$ cat src/rtl/ram_port_arbiter.sv
// ram_port_arbiter: round-robin arbiter sharing one single-port RAM between two requesters.
// Ports: req/we/addr/wdata in and gnt/rvalid out per requester; shared rdata; registered ram_* outputs.
// Latency: the RAM command is issued at the grant edge, and rvalid arrives 2 cycles after gnt.
// Backpressure: a requester holds its command until it sees gnt; it is masked in its grant cycle.
// Optional macro RAM_ARB_STALL_COUNT_EN adds stat_clr, stall0 and stall1 (saturating stall counters).
module ram_port_arbiter #(
  parameter int ADDR_WIDTH = 5,
  parameter int DATA_WIDTH = 8
) (
  input  logic                  clk,
  input  logic                  reset,
  input  logic                  req0,
  input  logic                  we0,
  input  logic [ADDR_WIDTH-1:0] addr0,
  input  logic [DATA_WIDTH-1:0] wdata0,
  output logic                  gnt0,
  output logic                  rvalid0,
  input  logic                  req1,
  input  logic                  we1,
  input  logic [ADDR_WIDTH-1:0] addr1,
  input  logic [DATA_WIDTH-1:0] wdata1,
  output logic                  gnt1,
  output logic                  rvalid1,
  output logic [DATA_WIDTH-1:0] rdata,
  output logic [ADDR_WIDTH-1:0] ram_addr,
  output logic                  ram_we,
  output logic [DATA_WIDTH-1:0] ram_data,
  input  logic [DATA_WIDTH-1:0] ram_out,
  output logic                  busy
`ifdef RAM_ARB_STALL_COUNT_EN
  ,
  input  logic                  stat_clr,
  output logic [15:0]           stall0,
  output logic [15:0]           stall1
`endif
);

  logic elig0, elig1;
  logic win0, win1;
  logic last_winner;     // 1 = requester 1 won last, so requester 0 takes the next tie
  logic rd_s1_vld, rd_s1_id;
  logic rd_s2_vld, rd_s2_id;

  // A requester granted this cycle is masked, so it cannot win twice in a row.
  always_comb begin
    elig0 = req0 & ~gnt0;
    elig1 = req1 & ~gnt1;
    win0  = 1'b0;
    win1  = 1'b0;
    if (elig0 && elig1) begin
      win0 = last_winner;
      win1 = ~last_winner;
    end else begin
      win0 = elig0;
      win1 = elig1;
    end
  end

  always_ff @(posedge clk or posedge reset) begin
    if (reset) begin
      gnt0        <= 1'b0;
      gnt1        <= 1'b0;
      rvalid0     <= 1'b0;
      rvalid1     <= 1'b0;
      rdata       <= '0;
      ram_addr    <= '0;
      ram_we      <= 1'b0;
      ram_data    <= '0;
      last_winner <= 1'b1;
      rd_s1_vld   <= 1'b0;
      rd_s1_id    <= 1'b0;
      rd_s2_vld   <= 1'b0;
      rd_s2_id    <= 1'b0;
    end else begin
      gnt0 <= win0;
      gnt1 <= win1;
      if (win0 || win1) begin
        ram_addr    <= win1 ? addr1  : addr0;
        ram_data    <= win1 ? wdata1 : wdata0;
        ram_we      <= win1 ? we1    : we0;
        last_winner <= win1;
      end else begin
        ram_we <= 1'b0;
      end
      // Read tag pipeline: stage 1 lines up with the RAM command, stage 2 with ram_out.
      rd_s1_vld <= (win0 & ~we0) | (win1 & ~we1);
      rd_s1_id  <= win1;
      rd_s2_vld <= rd_s1_vld;
      rd_s2_id  <= rd_s1_id;
      rvalid0   <= rd_s2_vld & ~rd_s2_id;
      rvalid1   <= rd_s2_vld & rd_s2_id;
      if (rd_s2_vld) begin
        rdata <= ram_out;
      end
    end
  end

  assign busy = ram_we | rd_s1_vld | rd_s2_vld;

`ifdef RAM_ARB_STALL_COUNT_EN
  // A stall is any cycle with the request high that is not followed by a grant.
  always_ff @(posedge clk or posedge reset) begin
    if (reset) begin
      stall0 <= '0;
      stall1 <= '0;
    end else if (stat_clr) begin
      stall0 <= '0;
      stall1 <= '0;
    end else begin
      if (req0 && !win0 && stall0 != 16'hFFFF) begin
        stall0 <= stall0 + 16'd1;
      end
      if (req1 && !win1 && stall1 != 16'hFFFF) begin
        stall1 <= stall1 + 16'd1;
      end
    end
  end
`endif

endmodule

$ cat config.mk
export PLATFORM = sky130hd
export DESIGN_NAME = ram_port_arbiter
export DESIGN_NICKNAME = d
export VERILOG_FILES = /design/src/rtl/ram_port_arbiter.sv
export SDC_FILE = /design/constraint.sdc
export NUM_CORES = 1
export LEC_CHECK = 0
export BUFFER_PORTS_ARGS = -buffer_cell sky130_fd_sc_hd__clkbuf_2
export CAP_MARGIN = 20
export CORE_MARGIN = 2
export CORE_UTILIZATION = 45
export CTS_BUF_LIST = sky130_fd_sc_hd__clkbuf_4 sky130_fd_sc_hd__clkbuf_8
export CTS_CLUSTER_DIAMETER = 40
export DETAILED_ROUTE_END_ITERATION = 8
export GPL_TIMING_DRIVEN = 0
export PLACE_DENSITY = 0.8
export REMOVE_ABC_BUFFERS = 1
export SLEW_MARGIN = 20
export SYNTH_ARGS = -nofsm -noshare
export SYNTH_HDL_FRONTEND = slang
export SYNTH_SLANG_ARGS = --single-unit
$ cat constraint.sdc
create_clock -name clk -period 2.5 [get_ports clk]
set_clock_uncertainty 0.05 [all_clocks]
set_input_delay 0.125 -clock clk [delete_from_list [all_inputs] [get_ports clk]]
set_output_delay 0.125 -clock clk [all_outputs]
set_load 0.01 [all_outputs]
==> metrics.csv, run 1 <==
stage;metric;value;unit
placement;gp_congestion;0.6416;
drt;postRouteAntennaNets;0;
floorplan;die_area;3436;µm²
yosys;synth_top_area_cell;dfrtp_1;
drt;viasPerCell;4.858;
clock_tree;cts.clk_slew.worst_paths;0.08;ns
sta;timing.final.ws_setup;0.2077;ns
global_route;grt_overflow;0;
floorplan;die_w;58.62;µm
clock_tree;cts_tree;done;
final_layout;instances_no_fill;247;
sta;setup_tns;0;ns
yosys;synth.yosys.seq_area_share;0.5601;
yosys;postSynthAreaPerCell;11.99;µm²
setup_path;endpoint_kind;register;
yosys;synth_top_area_frac;0.5405;
floorplan;num_io_pins;67;
yosys;yosys-top-cells-count;30 x inv_1, 29 x dfrtp_1, 13 x nor3_1, 8 x mux2_2, 7 x a221oi_2;
clock_tree;clock_sinks;30;
final_layout;syn_to_final_growth;55.45;%
floorplan;die_height;58.62;µm
yosys;synth_most_common_cell;inv_1;
floorplan;floorplan.initialDensity;0.4786;
yosys;ys_warn_count;0;
yosys;ys.flop_type;dfrtp_1;
global_route;grt_pass1_wl;5575;µm
placement;dp_hpwl;2024;µm
placement;dp_cells;202;
sta;setup_viol;0;
sta;fin_crit_sh;0.9169;
floorplan;core_region_area;2805;µm²
sta;post-route-min-period;2.292;ns
status;violations;DRC;
yosys;synth_cell_types;18;
clock_tree;clock_path_buffers;2;
setup_path;path_max_fanout;16;
drt;drt_wl_total;3404;µm
clock_tree;clock_latency;0.32;ns
global_route;grt_usage;0.2234;
yosys;async_flop_share;1.000;
final_layout;largestRegisters;ram_data: 8 flops, rdata: 8 flops, ram_addr: 5 flops;
power;finalPower;1.496;mW
clock_tree;cts_buffers;5;
sta;finalMaxSlewViolations;0;
sta;rsz0062_at_grt;false;
yosys;synth-edff-count;0;
drt;wl_per_cell;13.78;µm
setup_path;worstSetupPathType;register to register;
drt;firstDrtPassIters;8;
setup_path;critical_path_arrival;2.45;ns
status;status;finished with violations;
sta;fmax;0.4362;GHz
global_route;grt_max_degree;31;
drt;drt_iter0_drc;26;
power;power_density;717.0;nW/µm²
sta;tightest_slew;0.6030;ns
placement;port-buffer-count;66;
final_layout;drive_gt1_frac;0.4398;
drt;drc;4;
placement;dp_slack;0.4855;ns
yosys;synthTopCellsByArea;dfrtp_1 54%, inv_1 8.4%, a221oi_2 7.8%;
worst_hold_path;hold_class;input pin to register;
final_layout;num_antenna_cells;0;
sta;final-hold-violation-count;0;
global_route;antenna_found_initial;0;
power;ir_drop;486.8;µV
clock_tree;postCtsSetupBuffers;0;
final_layout;nets;255;
setup_path;start_kind;register;
yosys;synthCells;112;
power;p_leak;1.098;nW
floorplan;rows;19;
job;cap_violations;0;
clock_tree;cts_max_level;2;
setup_path;cp.required;2.66;ns
drt;routed-via-count;1200;
yosys;ys_ff_latch;30;
clock_tree;cts_root_buf;clkbuf_4;
yosys;syn_area;1343;µm²
global_route;grt_pass1_vias;1321;
sta;relSlewSlack;0.5974;
==> per-layer routing <==
metal | global-route usage | part of all wire
met1 | 0.2101 | 0.36
met3 | 0.09231 | 0.081
met4 | 0.06818 | 0.019
met5 | 0 | 0
met2 | 0.4334 | 0.54
==> area by class of cell <==
class	count	area [µm²]
sequential	30	752.0
fill	193	718.2
timing repair buffer	103	700.7
multi-input combinational	45	422.9
inverter	30	112.6
clock buffer	8	60.06
tap	31	38.79
==> cells in the final DEF, fill, tap and decap left out <==
cell,synthesis,routed
inv_1,30,29
nor2_1,1,1
dfstp_2,1,1
a221oi_1,6,6
a22o_1,2,2
inv_2,0,1
and2_1,1,1
a21boi_4,2,2
a221oi_2,7,7
nor2b_4,1,2
dfrtp_1,29,29
dlygate4sd3_1,0,37
a21oi_1,1,1
clkbuf_2,0,66
or3_1,1,1
clkbuf_4,0,8
nor2b_1,1,1
mux2_2,8,8
nor3_1,13,13
==> what timing repair did <==
item / 4_1_cts / 5_1_grt
resized for setup: 0 / 1
endpoints found under the hold margin: 22 / 29
hold buffers: 36 / 1
setup endpoints to repair: 0 / 7
==> kinds of logic (layout without fill, tap and decap cells) <==
group           Yosys count  count (layout)  share of synthesized area
compound gates           18              18                     0.1622
flops                    30              30                     0.5601
simple gates             19              19                    0.08202
buf+inv                  37             141                     0.1286
mux                       8               8                    0.06710
==> critical path, cell delays in order (launching register included) <==
cell	delay, ns
dfrtp_1	0.41
nor2b_4	0.39
a21boi_4	0.59
a221oi_2	0.14
dlygate4sd3_1	0.59
==> worst paths after layout <==
kind,start,to,slack [ns],cells after the start
worst max register to register,gnt0,ram_data[6],0.21,4
max in group asynchronous,reset,rdata[1],1.64,3
worst max-delay path,gnt0,ram_data[6],0.21,4
worst min register to register,rd_s1_vld,rd_s2_vld,0.32,0
min in group asynchronous,reset,rd_s2_vld,0.35,3
worst min-delay path,we0,rd_s1_vld,0.04,3
==> metrics by stage <==
stage	util	hold slack, ns	cell area (µm²)
2_1_floorplan	-	0.1651	1282
3_3_place_gp	0.5888	0.3027	1652
3_5_place_dp	0.5888	0.3123	1652
4_1_cts	0.7386	0.02264	2072
5_1_grt	0.7440	0.04887	2087
6_report	0.7440	0.04048	2087
==> where the power goes <==
part	internal, mW	total [mW]	switching, mW
clock network	0.144	0.293	0.149
registers	0.610	0.691	0.0806
logic	0.270	0.512	0.242
total	1.03	1.50	0.471
Power figures use the tool's default switching activity.
==> run 2, diff against run 1 <==
--- a/config.mk
+++ b/config.mk
@@ -19,3 +19,4 @@
 export SYNTH_ARGS = -nofsm -noshare
 export SYNTH_HDL_FRONTEND = slang
 export SYNTH_SLANG_ARGS = --single-unit
+export TNS_END_PERCENT = 100
==> constraint.sdc (replaced) <==
create_clock -name clk -period 2.2 [get_ports clk]
set_clock_uncertainty 0.05 [all_clocks]
set_input_delay 0.11 -clock clk [delete_from_list [all_inputs] [get_ports clk]]
set_output_delay 0.11 -clock clk [all_outputs]
set_load 0.01 [all_outputs]
==> run 2 against run 1 <==
  * The flow still finishes with violations (DRC)
  * Clock power rose by 14%
  * Power rose by 12%
  * Cell count did not move
  * Sequential power rose by 14%
  * Die area did not move
  * Via count rose by 1.1%
  * Combinational power rose by 7.0%
  * Largest cell class unchanged
  * Highest routed layer unchanged
==> metrics.csv, run 2 (synthesized netlist as in run 1, its figures left out) <==
stage;metric;value;unit;change
status;status;finished with violations;;unchanged
status;violations;DRC;;unchanged
clock_tree;cts_buffers;5;;unchanged
worst_hold_path;holdPathStages;3;;unchanged
floorplan;num_io_pins;67;;unchanged
global_route;grt_pass1_wl;5727;µm;was 5575 µm
drt;drc;4;;unchanged
clock_tree;cts.clk_slew.worst_paths;0.09;ns;was 0.08 ns
clock_tree;cts-resized-gates;0;;unchanged
clock_tree;clock_sinks;30;;unchanged
setup_path;cp.required;2.31;ns;was 2.66 ns
sta;final-hold-violation-count;0;;unchanged
drt;drt_iter0_drc;28;;was 26
setup_path;crit_path_top_delay_cell;a21boi_4;;unchanged
power;power.internal;1.135;mW;was 1.025 mW
global_route;antenna_found_initial;0;;unchanged
final_layout;drive_gt1_frac;0.4398;;unchanged
setup_path;slowest_delay;0.63;ns;was 0.59 ns
power;p_leak;1.097;nW;was 1.098 nW
setup_path;timing.critical_path.buf_inv;0;;was 1
setup_path;reg2reg_to;ram_data[7];;was ram_data[6]
sta;post-route-min-period;2.022;ns;was 2.292 ns
clock_tree;cts_root_buf;clkbuf_4;;unchanged
sta;tightest_slew;0.7385;ns;was 0.6030 ns
final_layout;syn_to_final_growth;55.08;%;was 55.45%
clock_tree;cts_max_level;2;;unchanged
floorplan;die_height;58.62;µm;unchanged
power;clkPwrFrac;0.201;;was 0.196
floorplan;floorplan.initialDensity;0.4786;;unchanged
power;p_sw_frac;0.3203;;was 0.3149
worst_hold_path;holdCritStartpoint;req0;;was we0
drt;dr_wl_met2;1872;µm;was 1823 µm
drt;drt-met1-wl;1300;µm;was 1238 µm
setup_path;crit-reg2reg-launch;rd_s1_id;;was gnt0
global_route;grt_pass1_vias;1377;;was 1,321
final_layout;mostFrequentLayoutCells;66 x clkbuf_2, 37 x dlygate4sd3_1, 29 x inv_1, 29 x dfrtp_1, 13 x nor3_1;;unchanged
job;cap_violations;0;;unchanged
setup_path;critical_path.top_delay_family;compound AO/OA/AOI/OAI gates;;unchanged
final_layout;final_common_cell;clkbuf_2;;unchanged
power;p_seq_frac;0.471;;was 0.462
sta;timing.final.ws_setup;0.1782;ns;was 0.2077 ns
placement;dp_hpwl;2024;µm;unchanged
drt;firstDrtPassIters;8;;unchanged
worst_hold_path;hold_class;input pin to register;;unchanged
placement;dp_slack;0.1855;ns;was 0.4855 ns
placement;gp_congestion;0.6416;;unchanged
final_layout;num_antenna_cells;0;;unchanged
power;switchingPower;0.5348;mW;was 0.4711 mW
floorplan;core_region_area;2805;µm²;unchanged
final_layout;fin_util;0.7422;;was 0.7440
power;power_density;801.9;nW/µm²;was 717.0 nW/µm²
global_route;grt_max_degree;31;;unchanged
floorplan;die_w;58.62;µm;unchanged
setup_path;reg2regPathDepth;3;;was 4
clock_tree;clock_latency;0.32;ns;about the same
global_route;grt_usage;0.2281;;was 0.2234
setup_path;cp_cell_sequence;nor2b_2, a21boi_4, a221oi_1;;was nor2b_4, a21boi_4, a221oi_2, dlygate4sd3_1
sta;relSlewSlack;0.5054;;was 0.5974
global_route;grt_overflow;0;;unchanged
power;pwr-share-comb;0.328;;was 0.342
drt;routed-via-count;1213;;was 1,200
worst_hold_path;hold_path_end;last_winner;;was rd_s1_vld
sta;fmax;0.4946;GHz;was 0.4362 GHz
sta;fin_crit_sh;0.9190;;was 0.9169
final_layout;nets;255;;unchanged
drt;drt_wl_total;3526;µm;was 3404 µm
power;ir_drop;557.1;µV;was 486.8 µV
final_layout;largestRegisters;ram_data: 8 flops, rdata: 8 flops, ram_addr: 5 flops;;unchanged
drt;wl_met3;283;µm;was 277 µm
setup_path;endpoint_kind;register;;unchanged
drt;postRouteAntennaNets;0;;unchanged
power;finalPower;1.670;mW;was 1.496 mW
drt;dr.max_layer_used;met4;;unchanged
setup_path;path_max_fanout;16;;unchanged
clock_tree;clock_path_buffers;2;;unchanged
drt;viasPerCell;4.911;;was 4.858
drt;wl_per_cell;14.28;µm;was 13.78 µm
setup_path;r2r_setup_slack;0.18;ns;was 0.21 ns
setup_path;start_kind;register;;unchanged
floorplan;die_area;3436;µm²;unchanged
setup_path;worstSetupPathType;register to register;;unchanged
setup_path;critical_path_arrival;2.13;ns;was 2.45 ns
sta;setup_viol;0;;unchanged
sta;hold_slack;0.2072;ns;was 0.04048 ns
placement;port-buffer-count;66;;unchanged
sta;finalMaxSlewViolations;0;;unchanged
sta;setup_tns;0;ns;unchanged
sta;rsz0062_at_grt;false;;unchanged
floorplan;rows;19;;unchanged
clock_tree;cts_tree;done;;unchanged
run 2: changes by cell type in the layout (fill, tap and decap cells not counted):
cell	delta
nor2b_2	+1
nor2b_4	-1
run 2: worst min-delay path, stage by stage:
cell      delay, ns
clkbuf_2       0.08
nor2b_4        0.18
a21oi_1        0.16
run 2: worst max path at each step:
stage	start	endpoint	slack [ns]	cells past startpoint
finish	rd_s1_id	ram_data[7]	0.18	3
global route	rd_s1_id	ram_data[7]	0.05	3
CTS	rd_s1_id	ram_data[7]	0.20	3
detailed placement	rd_s1_id	ram_data[7]	0.19	3
global placement	rd_s1_id	ram_addr[1]	0.27	3
floorplan	rd_s1_id	ram_addr[1]	0.53	3
run 2: stage by stage:
step,cells,cell area (µm²)
6_report,247,2082
5_1_grt,247,2082
4_1_cts,246,2072
3_5_place_dp,202,1652
3_3_place_gp,202,1652
2_1_floorplan,105,1282
run 2: layer usage:
| layer | vias to the layer above | GRT usage |
|---|---|---|
| met5 | - | 0 |
| met2 | 61 | 0.4414 |
| met1 | 564 | 0.2158 |
| met4 | 0 | 0.07143 |
| met3 | 11 | 0.09231 |
| li1 | 577 | - |
run 2: final cells by class:
| type | instances | area [µm²] |
|---|---|---|
| sequential | 30 | 752.0 |
| fill | 191 | 723.2 |
| multi-input combinational | 45 | 417.9 |
| tap | 31 | 38.79 |
| clock buffer | 8 | 60.06 |
| timing repair buffer | 103 | 700.7 |
| inverter | 30 | 112.6 |
run 2: repair_timing:
| item | in CTS | in global routing |
|---|---|---|
| endpoints found under the setup margin | 0 | 0 |
| hold buffers | 36 | 1 |
| hold endpoints to repair | 22 | 29 |
| setup buffers | 0 | 0 |
run 2: power groups by stage:
stage / clock [mW] / combinational (mW) / sequential, mW
CTS: 0.348 / 0.541 / 0.783
finish: 0.335 / 0.548 / 0.786
floorplan: 0 / 0.224 / 0.843
detailed placement: 0 / 0.494 / 0.791
global route: 0.373 / 0.594 / 0.802
global placement: 0 / 0.473 / 0.782
==> run 3, diff against run 2 <==
--- a/config.mk
+++ b/config.mk
@@ -8,12 +8,12 @@
 export BUFFER_PORTS_ARGS = -buffer_cell sky130_fd_sc_hd__clkbuf_2
 export CAP_MARGIN = 20
 export CORE_MARGIN = 2
-export CORE_UTILIZATION = 45
+export CORE_UTILIZATION = 47
 export CTS_BUF_LIST = sky130_fd_sc_hd__clkbuf_4 sky130_fd_sc_hd__clkbuf_8
 export CTS_CLUSTER_DIAMETER = 40
 export DETAILED_ROUTE_END_ITERATION = 8
 export GPL_TIMING_DRIVEN = 0
-export PLACE_DENSITY = 0.8
+export PLACE_DENSITY = 0.83
 export REMOVE_ABC_BUFFERS = 1
 export SLEW_MARGIN = 20
 export SYNTH_ARGS = -nofsm -noshare
==> run 3 against run 2 <==
  * The flow now finishes without violations
  * Sequential share of layout area down 0.065 points
  * First-iteration DRC count down 61%
  * Register-to-register slack better by 0.04 ns
  * Clock power rose by 3%
  * Via count down 0.91%
  * Largest cell class unchanged
  * Fmax grew 2.2%
  * Critical path depth unchanged
==> metrics.csv, run 3 (synthesized netlist as in run 1, its figures left out) <==
stage;metric;value;unit;change
status;status;finished clean;;was finished with violations
job;cap_violations;0;;unchanged
final_layout;syn_to_final_growth;55.36;%;was 55.08%
floorplan;die_area;3300;µm²;was 3436 µm²
sta;rsz0062_at_grt;false;;unchanged
clock_tree;cts_tree;done;;unchanged
clock_tree;clock_latency;0.32;ns;about the same
setup_path;r2r_setup_slack;0.22;ns;was 0.18 ns
final_layout;largestRegisters;ram_data: 8 flops, rdata: 8 flops, ram_addr: 5 flops;;unchanged
drt;drt_iter0_drc;11;;was 28
power;power_density;799.8;nW/µm²;was 801.9 nW/µm²
sta;finalMaxSlewViolations;0;;unchanged
placement;dp_hpwl;1983;µm;was 2024 µm
setup_path;crit_path_start;rd_s1_id;;unchanged
floorplan;num_io_pins;67;;unchanged
setup_path;worstSetupPathType;register to register;;unchanged
floorplan;die_height;57.45;µm;was 58.62 µm
final_layout;fill_cells;186;;was 191
clock_tree;clock_sinks;30;;unchanged
setup_path;cp.required;2.32;ns;was 2.31 ns
placement;placed_area;1652;µm²;unchanged
sta;setup_viol;0;;unchanged
sta;relSlewSlack;0.5274;;was 0.5054
global_route;grt_overflow;0;;unchanged
placement;gp_congestion;0.6939;;was 0.6416
drt;postRouteAntennaNets;0;;unchanged
floorplan;floorplan.initialDensity;0.4911;;was 0.4786
global_route;grt_usage;0.2176;;was 0.2281
setup_path;critical_path_arrival;2.10;ns;was 2.13 ns
clock_tree;cts_max_level;2;;unchanged
sta;setup_tns;0;ns;unchanged
clock_tree;cts.clk_slew.worst_paths;0.09;ns;about the same
global_route;antenna_found_initial;0;;unchanged
sta;fmax;0.5056;GHz;was 0.4946 GHz
clock_tree;cts_buffers;5;;unchanged
worst_hold_path;holdPathStages;3;;unchanged
sta;post-route-min-period;1.978;ns;was 2.022 ns
worst_hold_path;holdCritStartpoint;req0;;unchanged
setup_path;reg2regPathDepth;3;;unchanged
global_route;grt_pass1_wl;5375;µm;was 5727 µm
setup_path;endpoint_kind;register;;unchanged
clock_tree;clock_path_buffers;2;;unchanged
final_layout;nets;255;;unchanged
drt;firstDrtPassIters;4;;was 8
final_layout;final_common_cell;clkbuf_2;;unchanged
final_layout;mostFrequentLayoutCells;66 x clkbuf_2, 37 x dlygate4sd3_1, 29 x inv_1, 29 x dfrtp_1, 13 x nor3_1;;unchanged
placement;port-buffer-count;66;;unchanged
floorplan;die_w;57.45;µm;was 58.62 µm
drt;drc;0;;was 4
sta;final-hold-violation-count;0;;unchanged
power;ir_drop;755.8;µV;was 557.1 µV
floorplan;core_region_area;2734;µm²;was 2805 µm²
drt;wl_per_cell;13.41;µm;was 14.28 µm
global_route;grt_max_degree;31;;unchanged
sta;tightest_slew;0.7057;ns;was 0.7385 ns
final_layout;final_area;2086;µm²;was 2082 µm²
drt;drt_wl_total;3312;µm;was 3526 µm
power;p_leak;1.098;nW;was 1.097 nW
setup_path;reg2reg_to;ram_addr[2];;was ram_data[7]
sta;fin_crit_sh;0.8990;;was 0.9190
setup_path;crit-reg2reg-launch;rd_s1_id;;unchanged
final_layout;num_antenna_cells;0;;unchanged
setup_path;start_kind;register;;unchanged
clock_tree;cts-resized-gates;0;;unchanged
floorplan;rows;19;;unchanged
clock_tree;cts_root_buf;clkbuf_4;;unchanged
clock_tree;postCtsSetupBuffers;0;;unchanged
drt;routed-via-count;1202;;was 1,213
worst_hold_path;hold_class;input pin to register;;unchanged
drt;viasPerCell;4.866;;was 4.911
final_layout;drive_gt1_frac;0.4398;;unchanged
worst_hold_path;hold_path_end;last_winner;;unchanged
setup_path;path_max_fanout;16;;unchanged
global_route;grt_pass1_vias;1296;;was 1,377
-- run 3: changes by cell type in the layout (fill, tap and decap cells not counted), sizes merged --
cell,previous run,this run
clkbuf,74,73
clkinv,0,1
-- run 3: per-layer routing --
layer  GRT usage  routed length (µm)  vias up
li1            -                   -      575
met4     0.06977                  76        0
met5           0                   0        -
met1      0.2089                1192      561
met2      0.4221                1788       58
met3     0.07710                 254        8
-- run 3: how the worst max path moves through the flow --
| stage | to | slack [ns] | depth (start not counted) |
|---|---|---|---|
| finish | ram_addr[2] | 0.22 | 3 |
| detailed placement | ram_addr[2] | 0.22 | 3 |
| global route | ram_addr[4] | 0.10 | 3 |
| global placement | ram_addr[3] | 0.29 | 3 |
| CTS | ram_addr[2] | 0.21 | 3 |
| floorplan | ram_addr[1] | 0.53 | 3 |
-- run 3: repair_timing --
action / CTS / global route
endpoints found under the setup margin: 0 / 0
hold buffers: 36 / 1
endpoints found under the hold margin: 22 / 29
-- run 3: area by class of cell --
type	count	area, µm²	share of cell area
sequential	30	752.0	0.3605
timing repair buffer	103	700.7	0.3359
multi-input combinational	45	417.9	0.2004
inverter	30	112.6	0.05399
clock buffer	7	58.81	0.02819
tap	31	38.79	0.01860
clock inverter	1	5.005	0.002400
-- run 3: worst max-delay path: stages, from the launching register on --
cell and delay (ns):
dfrtp_1 0.41, nor2b_2 0.58, a21boi_4 0.61, a221oi_1 0.16
-- run 3: metrics by stage --
stage	instances	hold slack, ns	worst slack (ns)	utilization	power, mW
after detailed placement	202	0.2969	0.2157	0.6041	1.284
after global routing	247	0.2003	0.1016	0.7629	1.763
after CTS	246	0.01678	0.2079	0.7593	1.681
after floorplan	105	0.1501	0.5344	-	1.068
final	247	0.1900	0.2222	0.7629	1.668
after global placement	202	0.2883	0.2862	0.6041	1.254
-- run 3: where the power goes --
part / internal [mW] / leakage, nW / switching (mW)
clock network: 0.167 / 0.0387 / 0.178
registers: 0.693 / 0.351 / 0.0904
logic: 0.277 / 0.709 / 0.262
